**src/rtl/rf_pkg.sv**
```systemverilog
// rf_pkg: shared types and defaults for the parametrised register file.
// Revision: 1.0
`default_nettype none

package rf_pkg;

  localparam int RF_DATA_W  = 8;
  localparam int RF_REG_NUM = 8;

  typedef enum logic [0:0] {
    RF_CLEAR = 1'b0,
    RF_IDLE  = 1'b1
  } rf_state_t;

  // One extra bit so the sweep counter can step past the last index without wrapping.
  function automatic int rf_ctr_w(input int reg_num);
    return $clog2(reg_num) + 1;
  endfunction

endpackage

`default_nettype wire

```
**src/rtl/reg_file_param_if.sv**
```systemverilog
// reg_file_param_if: decode/writeback-facing bus of the register file.
// Revision: 1.0
`default_nettype none

interface reg_file_param_if #(
  parameter int DATA_W = 8,
  parameter int ADDR_W = 3
);
  logic              regWrite;
  logic [ADDR_W-1:0] Rs;
  logic [ADDR_W-1:0] Rd;
  logic [DATA_W-1:0] writeValue;
  logic              clearReq;
  logic [DATA_W-1:0] RsVal;
  logic [DATA_W-1:0] RdVal;
  logic              cmpZero;
  logic              cmpEq;
  logic              busy;

  modport master (
    output regWrite, Rs, Rd, writeValue, clearReq,
    input  RsVal, RdVal, cmpZero, cmpEq, busy
  );

  modport slave (
    input  regWrite, Rs, Rd, writeValue, clearReq,
    output RsVal, RdVal, cmpZero, cmpEq, busy
  );
endinterface

`default_nettype wire

```
**src/rtl/rf_sweep_ctr.sv**
```systemverilog
// rf_sweep_ctr: index counter for the clear sweep; o_done flags the last register.
// Revision: 1.0
`default_nettype none

module rf_sweep_ctr
  import rf_pkg::*;
#(
  parameter int REG_NUM = RF_REG_NUM,
  parameter int ADDR_W  = $clog2(REG_NUM)
) (
  input  wire logic              clk,
  input  wire logic              rst,
  input  wire logic              i_start,
  input  wire logic              i_en,
  output logic      [ADDR_W-1:0] o_idx,
  output logic                   o_done
);
  localparam int CTR_W = rf_ctr_w(REG_NUM);

  logic [CTR_W-1:0] r_cnt;

  always_ff @(posedge clk) begin
    if (rst || i_start) begin
      r_cnt <= '0;
    end else if (i_en) begin
      r_cnt <= r_cnt + CTR_W'(1);
    end
  end

  assign o_idx  = r_cnt[ADDR_W-1:0];
  assign o_done = (r_cnt == CTR_W'(REG_NUM - 1));

endmodule

`default_nettype wire

```
**src/rtl/reg_file_param.sv**
```systemverilog
// reg_file_param: parametrised register file with clear sweep and branch compares.
// Optional macro RF_BYPASS_EN enables same-cycle write-through forwarding. Revision: 1.0
`default_nettype none

module reg_file_param
  import rf_pkg::*;
#(
  parameter int DATA_W   = RF_DATA_W,
  parameter int REG_NUM  = RF_REG_NUM,
  parameter int ADDR_W   = $clog2(REG_NUM),
  parameter bit ZERO_REG = 1'b0
) (
  input wire logic         CLK,
  input wire logic         Reset,
  reg_file_param_if.slave  bus
);
  rf_state_t         r_state;
  rf_state_t         w_state_nxt;
  logic [DATA_W-1:0] r_regs [REG_NUM];
  logic [ADDR_W-1:0] w_idx;
  logic              w_done;
  logic              w_busy;
  logic              w_wr_ok;
  logic              w_rs_zero;
  logic              w_rd_zero;
  logic              w_fwd_rs;
  logic              w_fwd_rd;
  logic [DATA_W-1:0] w_rs;
  logic [DATA_W-1:0] w_rd;

  rf_sweep_ctr #(
    .REG_NUM (REG_NUM),
    .ADDR_W  (ADDR_W)
  ) u_sweep (
    .clk     (CLK),
    .rst     (Reset),
    .i_start ((r_state == RF_IDLE) && bus.clearReq),
    .i_en    (r_state == RF_CLEAR),
    .o_idx   (w_idx),
    .o_done  (w_done)
  );

  always_ff @(posedge CLK) begin
    if (Reset) begin
      r_state <= RF_CLEAR;
    end else begin
      r_state <= w_state_nxt;
    end
  end

  always_comb begin
    w_state_nxt = r_state;
    case (r_state)
      RF_CLEAR: if (w_done)       w_state_nxt = RF_IDLE;
      RF_IDLE:  if (bus.clearReq) w_state_nxt = RF_CLEAR;
      default:                    w_state_nxt = RF_CLEAR;
    endcase
  end

  // Reset is folded in combinationally so outputs are clean before the first edge.
  assign w_busy    = Reset || (r_state != RF_IDLE);
  assign w_rs_zero = ZERO_REG && (bus.Rs == '0);
  assign w_rd_zero = ZERO_REG && (bus.Rd == '0);
  assign w_wr_ok   = !w_busy && bus.regWrite && !w_rd_zero;

  always_ff @(posedge CLK) begin
    if (!Reset) begin
      if (r_state == RF_CLEAR) begin
        r_regs[w_idx] <= '0;
      end else if (w_wr_ok) begin
        r_regs[bus.Rd] <= bus.writeValue;
      end
    end
  end

`ifdef RF_BYPASS_EN
  assign w_fwd_rs = w_wr_ok && (bus.Rs == bus.Rd);
  assign w_fwd_rd = w_wr_ok;
`else
  assign w_fwd_rs = 1'b0;
  assign w_fwd_rd = 1'b0;
`endif

  always_comb begin
    w_rs = w_rs_zero ? '0 : r_regs[bus.Rs];
    w_rd = w_rd_zero ? '0 : r_regs[bus.Rd];
    if (w_fwd_rs) w_rs = bus.writeValue;
    if (w_fwd_rd) w_rd = bus.writeValue;
  end

  assign bus.RsVal   = w_busy ? '0 : w_rs;
  assign bus.RdVal   = w_busy ? '0 : w_rd;
  assign bus.cmpZero = (bus.RsVal == '0);
  assign bus.cmpEq   = (bus.RsVal == bus.RdVal);
  assign bus.busy    = w_busy;

endmodule

`default_nettype wire

```
**src/flat_wrapper.sv**
```systemverilog
// flat-port wrapper written by rule: the top's interface ports become plain ports
module reg_file_param_flat import rf_pkg::*;
#(
  parameter int DATA_W   = RF_DATA_W,
  parameter int REG_NUM  = RF_REG_NUM,
  parameter int ADDR_W   = $clog2(REG_NUM),
  parameter bit ZERO_REG = 1'b0
)
  (CLK, Reset, bus_regWrite, bus_Rs, bus_Rd, bus_writeValue, bus_clearReq, bus_RsVal, bus_RdVal, bus_cmpZero, bus_cmpEq, bus_busy);
  reg_file_param_if #(.DATA_W(DATA_W), .ADDR_W(ADDR_W)) bus_i ();
  input wire logic CLK;
  input wire logic Reset;
  input wire logic [$bits(bus_i.regWrite)-1:0] bus_regWrite;
  input wire logic [$bits(bus_i.Rs)-1:0] bus_Rs;
  input wire logic [$bits(bus_i.Rd)-1:0] bus_Rd;
  input wire logic [$bits(bus_i.writeValue)-1:0] bus_writeValue;
  input wire logic [$bits(bus_i.clearReq)-1:0] bus_clearReq;
  output wire logic [$bits(bus_i.RsVal)-1:0] bus_RsVal;
  output wire logic [$bits(bus_i.RdVal)-1:0] bus_RdVal;
  output wire logic [$bits(bus_i.cmpZero)-1:0] bus_cmpZero;
  output wire logic [$bits(bus_i.cmpEq)-1:0] bus_cmpEq;
  output wire logic [$bits(bus_i.busy)-1:0] bus_busy;
  assign bus_i.regWrite = bus_regWrite;
  assign bus_i.Rs = bus_Rs;
  assign bus_i.Rd = bus_Rd;
  assign bus_i.writeValue = bus_writeValue;
  assign bus_i.clearReq = bus_clearReq;
  assign bus_RsVal = bus_i.RsVal;
  assign bus_RdVal = bus_i.RdVal;
  assign bus_cmpZero = bus_i.cmpZero;
  assign bus_cmpEq = bus_i.cmpEq;
  assign bus_busy = bus_i.busy;
  reg_file_param #(.DATA_W(DATA_W), .REG_NUM(REG_NUM), .ADDR_W(ADDR_W), .ZERO_REG(ZERO_REG)) u_core (.CLK(CLK), .Reset(Reset), .bus(bus_i));
endmodule
```
**config.mk**
```make
export PLATFORM = sky130hd
export DESIGN_NAME = reg_file_param_flat
export DESIGN_NICKNAME = d
export VERILOG_FILES = /design/src/rtl/rf_pkg.sv /design/src/rtl/reg_file_param_if.sv /design/src/rtl/rf_sweep_ctr.sv /design/src/rtl/reg_file_param.sv /design/src/flat_wrapper.sv
export SDC_FILE = /design/constraint.sdc
export NUM_CORES = 1
export LEC_CHECK = 0
export ABC_AREA = 0
export BUFFER_PORTS_ARGS = -buffer_cell sky130_fd_sc_hd__buf_2
export CAP_MARGIN = 20
export CORE_MARGIN = 2
export CORE_UTILIZATION = 59
export DETAILED_ROUTE_END_ITERATION = 12
export PLACE_DENSITY = 0.8
export SETUP_SLACK_MARGIN = 0.1
export SLEW_MARGIN = 20
export SYNTH_ARGS = -nofsm -noshare
export SYNTH_HDL_FRONTEND = slang
export SYNTH_SLANG_ARGS = --single-unit
```
**constraint.sdc**
```tcl
create_clock -name CLK -period 3.4 [get_ports CLK]
set_clock_uncertainty 0.2 [all_clocks]
set_input_delay 0.68 -clock CLK [delete_from_list [all_inputs] [get_ports CLK]]
set_output_delay 0.68 -clock CLK [all_outputs]
set_load 0.1 [all_outputs]
```
==> qor.yml, run 1 <==
route:
  routed-wl-met3_um: 1120
  drc: 0
  finalWirelength_um: 9630
  dr.pass1.iters: 5
  top_layer_used: "met4"
  wl_met2_um: 4540
  drt_iter0_drc: 396
  vias: 2859
  viasPerCell: 6.42
  drtAntennaViolNets: 0
  wl_per_cell_um: 21.6
  wirelength_met1_um: 3530
timing:
  fin_crit_ns: 3.32
  slew_violations: 0
  finalSetupViolCount: 0
  finalCritPeriodShare: 0.977
  whs_ns: 0.418
  fmax_mhz: 301
  slew_headroom: 0.679
  rsz0062_at_grt: "yes"
  setup_tns_ns: 0
  finalHoldViolations: 0
  tightest_slew_ns: 0.479
clock_network:
  clk_latency_ns: 0.35
  cts_max_level: 3
  cts_sinks: 69
  clockBufferDepth: 2
  cts_tree: "yes"
  cts_buffers: 9
  cts.clk_slew.worst_paths_ns: 0.07
  root_buffer: "clkbuf_8"
synth:
  synth-async-reset-ratio: 0
  synth_nets: 318
  yosysWarningCount: 0
  synth_area_leaders: "edfxtp_1 53%, mux2i_1 18%, a22oi_1 3.3%"
  syn_inst: 299
  synth_edf_count: 64
  ys_seq_area_frac: 0.560
  synth_ff_type: "edfxtp_1"
  synth_top_area_frac: 0.532
  yosys.area.top_type: "edfxtp_1"
  synth_seq_cells: 69
  syn_area_sq_mm: 0.00361
  syn_avg_cell_area_sq_um: 12.1
  ys_types: 34
final_layout:
  nNetsFinal: 384
  area_delta_synth_final_pct: 29.2
  antennaDiodeCount: 0
  drive_gt1_frac: 0.289
  utilization: 0.788
  instances_no_fill: 445
die:
  core.rowCount: 28
  io_pins: 37
  fp.dieH_um: 82.2
  fp.dieArea_sq_mm: 0.00676
  core_sq_mm: 0.00592
  die_w_um: 82.2
  initial_core_util: 0.610
placed_design:
  place_hpwl_um: 6400
  placed_cells: 424
  numPortBuffers: 36
  gp_congestion: 0.874
job:
  cap_violations: 0
global_routing:
  grt_max_degree: 22
  grt_pass1_wl_um: 14600
  grt_overflow_total: 0
  grtUsageTotal: 0.308
  grt_pass1_vias: 2784
  antenna_found_initial: 0
power:
  p_total_w: 0.00188
  ir_worst_vdd_mv: 0.442
  power.density_mw_per_mm2: 403
  p_leak_nw: 1.89
run_status:
  status: "completed"
worst_setup_path:
  crit_arrival_ns: 2.44
  critPathCaptureType: "output pin"
  startpoint_type: "primary input"
  critPathRequiredTime_ns: 2.52
  crit_type: "primary input to output pin"
  cp_max_fo: 6
min_path:
  hp-class: "primary input to register"
-- flip-flops by register name, summed over array words and instances (netlist names) --
name,count
u_core.u_sweep.r_cnt,4
u_core.r_state,1
u_core.r_regs,64
-- cells by family (layout without fill, tap and decap cells) --
group	Yosys count	in the layout	share of synthesized area
muxes	65	65	0.180
xor gates and xnor gates	9	9	0.0218
DFF	69	69	0.560
AOI/OAI and AO/OA	43	43	0.0734
and+or+nand+nor	84	84	0.118
adders and majority gates	1	1	0.00346
buffers and inverters	28	99	0.0433
-- layer usage --
| layer | up-vias | track usage |
|---|---|---|
| li1 | 1238 | - |
| met3 | 48 | 0.0707 |
| met1 | 1332 | 0.402 |
| met5 | - | 0 |
| met4 | 0 | 0.178 |
| met2 | 241 | 0.473 |
-- through the flow --
| step | setup slack [ns] | area [sq um] |
|---|---|---|
| floorplan | 0.00986 | 3650 |
| global placement | 0.0811 | 4340 |
| detailed placement | 0.0360 | 4340 |
| CTS | 0.104 | 4650 |
| global route | 0.0124 | 4670 |
| finish | 0.0778 | 4670 |
-- final cells by class --
class / instances / area (sq um)
clock buffer: 9 / 124
clock inverter: 7 / 90.1
fill: 339 / 1250
inverter: 8 / 30.0
multi-input combinational: 202 / 1490
sequential: 69 / 2020
tap: 75 / 93.8
timing repair buffer: 75 / 822
-- report_power, final --
part	leakage, nW	switching [W]	internal (W)	total, W
Combinational	1.19	0.000107	0.0000883	0.000195
Clock	0.107	0.000316	0.000409	0.000724
Sequential	0.592	0.0000187	0.000944	0.000963
-- path summary, 6_finish.rpt --
check / cells after the start / slack, ns / from / end
worst min register to register: 2 / 0.42 / u_core.u_sweep.r_cnt[2] / u_core.r_state
worst min-delay path: 3 / 0.42 / bus_clearReq / u_core.u_sweep.r_cnt[2]
worst max-delay path: 9 / 0.08 / bus_Rs[2] / bus_cmpEq
worst max register to register: 7 / 1.15 / u_core.r_state / u_core.r_regs[2][0]
-- Yosys cell counts (2+ instances only) --
cell type,n
buf_4,4
and3_1,7
nor3b_1,3
clkbuf_1,8
dfxtp_1,5
xor2_1,2
edfxtp_1,64
and2_1,10
buf_2,4
nor2_1,18
nand2b_1,5
nand4_1,2
nand3_1,10
nor2b_1,4
buf_6,2
o22ai_1,2
inv_1,8
a21oi_1,22
nand2_1,20
a22oi_1,16
xnor2_1,7
mux2i_1,64
-- cell usage in the layout, fill, tap and decap left out, drive strengths merged, types with 2 or more instances in the layout --
cell type and count:
inv 8, clkbuf 9, nand2b 5, edfxtp 64, nand2 20, nand4 2, and2 10, buf 75
nor2b 4, o22ai 2, clkinv 4, and3 8, a22oi 16, mux2i 64, nor3b 3, xor2 2
nor2 18, a21oi 22, nand3 10, dfxtp 5, bufinv 2, xnor2 7
-- critical path, cell delays in order --
cell     delay (ns)
buf_2          0.12
buf_4          0.13
and2_2         0.23
a22oi_1        0.19
nand3_1        0.16
xnor2_1        0.19
nor4_2         0.29
and4_4         0.27
buf_12         0.17
-- what timing repair did --
item	CTS	global route
setup buffers	3	1
setup endpoints to repair	1	2
pin swaps	5	1
gates resized for setup	9	5
hold buffers	0	0
cloned	1	0
No activity file was read; power rests on OpenSTA's default activity.
==> inputs of run 2 (changes only) <==
--- a/config.mk
+++ b/config.mk
@@ -11,9 +11,10 @@
 export CORE_MARGIN = 2
 export CORE_UTILIZATION = 59
 export DETAILED_ROUTE_END_ITERATION = 12
+export GPL_ROUTABILITY_DRIVEN = 0
 export PLACE_DENSITY = 0.8
 export SETUP_SLACK_MARGIN = 0.1
-export SLEW_MARGIN = 20
 export SYNTH_ARGS = -nofsm -noshare
 export SYNTH_HDL_FRONTEND = slang
+export SYNTH_HIERARCHICAL = 1
 export SYNTH_SLANG_ARGS = --single-unit
==> run 2 against run 1 <==
Area after synthesis up 0.24%. Critical path depth down 1. Maximum frequency up 1.5%. Sequential power down 1%. Via count down 3.5%. Register-to-register slack worse by 0.41 ns. Hold slack worse by 0.042 ns. Wire length up 1.4%. Critical endpoint unchanged.
==> qor.yml, run 2 <==
worst_setup_path:
  critPathLaunch: "bus_Rs[2]"
  cp_max_fo: 8  # +2
  r2r-end: "u_core/r_regs[2][7]"
  critPathCaptureType: "output pin"
  startpoint_type: "primary input"
  timing.critical_path.to: "bus_cmpEq"
  rrSetupSlack_ns: 0.74  # -0.41 ns
  critPathRequiredTime_ns: 2.52  # about the same
  crit_type: "primary input to output pin"
  crit_arrival_ns: 2.39  # -0.05 ns
  reg2reg_from: "u_core/r_state"
  r2r_cells: 7  # unchanged
final_layout:
  final_cell_mix: "64 x edfxtp_1, 60 x mux2i_1, 30 x a22oi_1, 23 x buf_4, 22 x buf_12"
  largestRegisters: "u_core/r_regs x64, u_core/u_sweep/r_cnt x4, u_core/r_state x1"
  largest_reg_flops: 64  # unchanged
  drive_gt1_frac: 0.320  # +0.0308
  num-fill-cells: 325  # -4.1%
  antennaDiodeCount: 0  # unchanged
  area_delta_synth_final_pct: 31.7
  nNetsFinal: 364  # -5.2%
  top_register: "u_core/r_regs"
  layout_commonest_cell: "edfxtp_1"
  utilization: 0.806  # +0.0171
synth:
  yosys.area.top_type: "edfxtp_1"
  synth-async-reset-ratio: 0  # unchanged
  synth_top_area_frac: 0.531  # -0.00129
  synth_nets: 304  # -4.4%
  synth_edf_count: 64  # unchanged
  ys_top_cells_by_count: "65 x mux2i_1, 64 x edfxtp_1, 32 x a22oi_1"
  ys_seq_area_frac: 0.558  # -0.00135
  syn_inst: 285  # -4.7%
  syn_area_sq_mm: 0.00362  # +0.24%
  syn_avg_cell_area_sq_um: 12.7  # +5.2%
  ys_types: 34  # unchanged
  synth_seq_cells: 69  # unchanged
  synth_area_leaders: "edfxtp_1 53%, mux2i_1 18%, a22oi_1 6.6%"
  yosysWarningCount: 6  # +6
  yosysMostFrequentCell: "mux2i_1"
  synth_ff_type: "edfxtp_1"
clock_network:
  cts.clk_slew.worst_paths_ns: 0.07  # about the same
  hold_buffers: 0  # unchanged
  clockBufferDepth: 2  # unchanged
  clk_latency_ns: 0.35  # about the same
  root_buffer: "clkbuf_8"
  cts_buffers: 9  # unchanged
  cts_max_level: 3  # unchanged
  cts_tree: "yes"
  cts_sinks: 69  # unchanged
die:
  fp.dieArea_sq_mm: 0.00678  # +0.23%
  core_sq_mm: 0.00592  # unchanged
  initial_core_util: 0.612  # +0.00148
  fp.dieH_um: 82.3  # +0.12%
  core.rowCount: 28  # unchanged
  io_pins: 37  # unchanged
  die_w_um: 82.3  # +0.12%
route:
  finalWirelength_um: 9760  # +1.4%
  drc: 0  # unchanged
  viasPerCell: 6.49  # +1.0%
  dr.pass1.iters: 6  # +1
  drt_iter0_drc: 314  # -21%
  drtAntennaViolNets: 0  # unchanged
  vias: 2758  # -3.5%
  wl_per_cell_um: 23.0  # +6.2%
global_routing:
  grtUsageTotal: 0.279  # -0.0284
  grt_pass1_vias: 2403  # -14%
  grt_overflow_total: 0  # unchanged
  antenna_found_initial: 0  # unchanged
  grt_pass1_wl_um: 13100  # -9.9%
  grt_max_degree: 26  # +18%
power:
  power.density_mw_per_mm2: 409  # +1.6%
  p_leak_nw: 2.02  # +7.0%
  ir_worst_vdd_mv: 0.362  # -18%
  p_total_w: 0.00195  # +3.8%
timing:
  finalHoldViolations: 0  # unchanged
  finalSetupViolCount: 0  # unchanged
  slew_headroom: 0.272  # -0.408
  finalCritPeriodShare: 0.963  # -0.0141
  setup_tns_ns: 0  # unchanged
  worst_slack_ns: 0.126  # +0.0480 ns
  slew_violations: 0  # unchanged
  tightest_slew_ns: 1.09  # +0.609 ns
  fin_crit_ns: 3.27  # -0.0480 ns
  fmax_mhz: 305  # +1.5%
placed_design:
  place_hpwl_um: 5950  # -6.9%
  numPortBuffers: 36  # unchanged
  pre_cts_slack_ns: 0.0989  # +0.0628 ns
min_path:
  hp-class: "primary input to register"
run_status:
  status: "completed"
job:
  cap_violations: 0  # unchanged
[run 2: cell count changes after synthesis, sizes merged, moves of 4 or more]
cell | before | now
nand2 | 20 | 3
and3 | 8 | 17
a22oi | 16 | 32
and2 | 10 | 4
nand2b | 5 | 1
a21oi | 22 | 5
[run 2: metal layers]
layer  vias up  share of wire  global-route usage
li1       1204              -                   -
met1      1337           0.38               0.390
met2       187           0.48               0.431
met5         -              0                   0
met4         0          0.027               0.108
met3        30           0.11              0.0587
[run 2: layout make-up]
type                            instances  area (sq um)  share of cell area
Clock buffer                           10           128              0.0268
Clock inverter                          6           111              0.0233
Inverter                               10          37.5             0.00787
Multi-Input combinational cell        186          1520               0.318
Sequential cell                        69          2020               0.424
Tap cell                               75          93.8              0.0197
Timing Repair Buffer                   69           861               0.180
[run 2: worst min path at each step]
stage | start | end | slack [ns] | depth (start not counted)
5_1_grt | Reset | u_core/r_state | 0.39 | 2
4_1_cts | Reset | u_core/r_state | 0.36 | 2
3_3_place_gp | u_core/u_sweep/r_cnt[0] | u_core/u_sweep/r_cnt[0] | 0.37 | 2
3_5_place_dp | u_core/u_sweep/r_cnt[3] | u_core/r_state | 0.36 | 3
6_report | Reset | u_core/r_state | 0.38 | 2
2_1_floorplan | u_core/u_sweep/r_cnt[1] | u_core/u_sweep/r_cnt[1] | 0.31 | 2
[run 2: critical path, stage by stage]
cell and delay [ns]:
buf_2 0.13, and2_2 0.27, a22oi_1 0.32, nand3_1 0.22, xnor2_1 0.18, nor2_1 0.16
and4_4 0.26, buf_12 0.17
[run 2: cell families after synthesis]
kind of cell | share of synthesized area
xor gates and xnor gates | 0.0218
adders and majority gates | 0.00345
AOI/OAI and AO/OA | 0.0822
and+or+nand+nor | 0.103
muxes | 0.183
DFF | 0.558
buffers and inverters | 0.0487
[run 2: timing repair]
item,in CTS,in global routing
setup buffers,4,4
gates cloned,2,3
pin swaps,8,16
setup endpoints to repair,1,1
gates resized for setup,10,23
[run 2: power by group]
part	internal [W]	total, W	switching, W
combinational	0.0000977	0.000212	0.000114
clock	0.000487	0.000790	0.000303
sequential	0.000938	0.000951	0.0000133
[run 2: per-stage QoR]
stage          instance area [sq um]  cells  hold slack, ns
6_report                        4770    425           0.376
5_1_grt                         4770    425           0.388
4_1_cts                         4600    419           0.358
3_5_place_dp                    4250    397           0.365
3_3_place_gp                    4250    397           0.365
2_1_floorplan                   3630    285           0.311
==> inputs of run 3 (changes only) <==
--- a/config.mk
+++ b/config.mk
@@ -13,7 +13,7 @@
 export DETAILED_ROUTE_END_ITERATION = 12
 export GPL_ROUTABILITY_DRIVEN = 0
 export PLACE_DENSITY = 0.8
-export SETUP_SLACK_MARGIN = 0.1
+export SETUP_SLACK_MARGIN = 0.15
 export SYNTH_ARGS = -nofsm -noshare
 export SYNTH_HDL_FRONTEND = slang
 export SYNTH_HIERARCHICAL = 1
==> run 3 against run 2 <==
First-iteration DRC count grew 27%. Critical path type unchanged. Core utilization grew 0.91 points. Clock power shrank 19%. Die area is the same. Flip-flop and latch count is the same. Critical path depth grew 1. Largest power group unchanged. Sequential share of layout area shrank 0.45 points.
==> qor.yml, run 3 (same netlist as run 2, synthesis figures left out) <==
final_layout:
  top_register: "u_core/r_regs"
  nNetsFinal: 376  # +3.3%
  num-fill-cells: 295  # -9.2%
  multi_input_area_sq_mm: 0.00158  # +4.4%
  area_delta_synth_final_pct: 33.2
  largestRegisters: "u_core/r_regs x64, u_core/u_sweep/r_cnt x4, u_core/r_state x1"
  fin_area_sq_mm: 0.00482  # +1.1%
  final_cell_mix: "64 x mux2i_1, 64 x edfxtp_1, 38 x buf_4, 24 x a22oi_1, 23 x buf_12"
  largest_reg_flops: 64  # unchanged
  utilization: 0.815  # +0.00909
  drive_gt1_frac: 0.362  # +0.0419
  antennaDiodeCount: 0  # unchanged
  regArea_sq_mm: 0.00202  # about the same
global_routing:
  grt_overflow_total: 0  # unchanged
  grt_pass1_vias: 2839  # +18%
  grtUsageTotal: 0.330  # +0.0504
  antenna_found_initial: 0  # unchanged
  grt_pass1_wl_um: 15500  # +18%
  grt_max_degree: 20  # -23%
min_path:
  hp-class: "register to register"
worst_setup_path:
  startpoint_type: "primary input"
  critPathMaxStageDelay_ns: 0.29  # -0.03 ns
  crit_arrival_ns: 2.39  # about the same
  critPathCaptureType: "output pin"
  crit_chain: "buf_6 > buf_12 > mux2i_1 > a22oi_1 > nand3_2 > xnor2_2 > nor4_2 > and4_4 > buf_12"
  cp_max_fo: 6  # -2
  critPathRequiredTime_ns: 2.52  # about the same
  cpMaxStageDelayCell: "nor4_2"
  crit_type: "primary input to output pin"
  crit_top_cell: "buf_12"
route:
  wl_met2_um: 5150  # +11%
  wl_per_cell_um: 24.4  # +6.1%
  finalWirelength_um: 10600  # +9.1%
  top_layer_used: "met4"
  drc: 0  # unchanged
  wirelength_met1_um: 4010  # +7.6%
  viasPerCell: 6.64  # +2.3%
  routed-wl-met3_um: 987  # -12%
  vias: 2900  # +5.1%
  dr.pass1.iters: 5  # -1
  drt_iter0_drc: 398  # +27%
  drtAntennaViolNets: 0  # unchanged
timing:
  slew_violations: 0  # unchanged
  fmax_mhz: 306  # +0.23%
  finalSetupViolCount: 0  # unchanged
  worst_slack_ns: 0.133  # +0.00749 ns
  fin_crit_ns: 3.27  # -0.00749 ns
  finalCritPeriodShare: 0.961  # -0.00220
  slew_headroom: 0.527  # +0.256
  rsz0062_at_grt: "no"
  finalHoldViolations: 0  # unchanged
  tightest_slew_ns: 0.706  # -0.382 ns
clock_network:
  root_buffer: "clkbuf_8"
  cts_buffers: 9  # unchanged
  clockBufferDepth: 2  # unchanged
  cts_sinks: 69  # unchanged
  cts_max_level: 3  # unchanged
  cts.clk_slew.worst_paths_ns: 0.07  # about the same
  cts_tree: "yes"
  clk_latency_ns: 0.35  # about the same
power:
  comb_power_share: 0.117  # +0.009
  seq_power_share: 0.528  # +0.041
  power.density_mw_per_mm2: 374  # -8.7%
  p_sw_w: 0.000436  # +1.3%
  clockPowerShare: 0.355  # -0.050
  ir_worst_vdd_mv: 0.314  # -13%
  p_leak_nw: 2.07  # +2.4%
  internal-power_w: 0.00137  # -10%
  netSwitchingFraction: 0.242  # +0.0216
placed_design:
  dpl_cell_area_sq_mm: 0.00437  # +3.0%
  pre_cts_slack_ns: -0.135  # -0.234 ns
  numPortBuffers: 36  # unchanged
  place_hpwl_um: 6450  # +8.3%
die:
  fp.dieArea_sq_mm: 0.00678  # unchanged
  initial_core_util: 0.612  # unchanged
  die_w_um: 82.3  # unchanged
  core.rowCount: 28  # unchanged
  io_pins: 37  # unchanged
  core_sq_mm: 0.00592  # unchanged
  fp.dieH_um: 82.3  # unchanged
run_status:
  status: "completed"
job:
  cap_violations: 0  # unchanged
[run 3: changes by cell type in the layout (fill, tap and decap cells not counted), moves of 2 or more]
cell       delta
mux2i_2       -4
buf_4        +15
a22oi_2       +6
nor2_4        +2
nor2_2        -2
bufinv_16     -2
nand3_1       -4
nand3_2       +4
a22oi_1       -6
xnor2_2       +2
clkbuf_16     -3
xnor2_1       -2
mux2i_1       +4
[run 3: worst max-delay path, delay by kind of cell]
family	cells	cell delay, ns
xor+xnor	1	0.17
simple gates	3	0.70
compound gates	1	0.25
buf+inv	3	0.44
mux	1	0.13
[run 3: final cells by class]
type / instances / area share
multi-input cells: 186 / 0.328
inverters: 10 / 0.00778
repair buffers: 81 / 0.187
clock inverters: 5 / 0.0106
well taps: 75 / 0.0195
clock buffers: 11 / 0.0272
flip-flops and latches: 69 / 0.419
[run 3: power by group through the flow]
stage | combinational, W | sequential, W | clock [W]
after floorplan | 0.000123 | 0.000964 | 0
after global placement | 0.000171 | 0.000967 | 0
after detailed placement | 0.000176 | 0.000969 | 0
after CTS | 0.000192 | 0.000951 | 0.000633
after global routing | 0.000219 | 0.000953 | 0.000675
final | 0.000211 | 0.000953 | 0.000640
[run 3: repair_timing]
action,in CTS,in global routing
gates cloned,2,0
hold buffers,0,0
setup buffers,6,2
pin swaps,14,12
endpoints found under the hold margin,0,0
gates resized for setup,17,21
endpoints found under the setup margin,1,1
[run 3: per-stage QoR]
stage,power [W],hold WS (ns),std cells,setup TNS [ns]
floorplan,0.00109,0.311,285,0
global placement,0.00114,0.357,411,-0.0850
detailed placement,0.00114,0.366,411,-0.135
CTS,0.00178,0.379,435,0
global route,0.00185,0.402,437,0
finish,0.00180,0.375,437,0
[run 3: final timing paths]
path	slack, ns	endpoint	cells after the start	startpoint
worst min register to register	0.37	u_core/u_sweep/r_cnt[0]	2	u_core/u_sweep/r_cnt[0]
worst max-delay path	0.13	bus_cmpEq	9	bus_Rs[0]
worst min-delay path	0.37	u_core/u_sweep/r_cnt[0]	2	u_core/u_sweep/r_cnt[0]
worst max register to register	0.88	u_core/r_regs[5][0]	8	u_core/r_state
[run 3: layer usage]
layer	vias to the layer above	GRT usage
met1	1391	0.403
met5	-	0
met3	57	0.0696
met4	0	0.207
li1	1231	-
met2	221	0.534
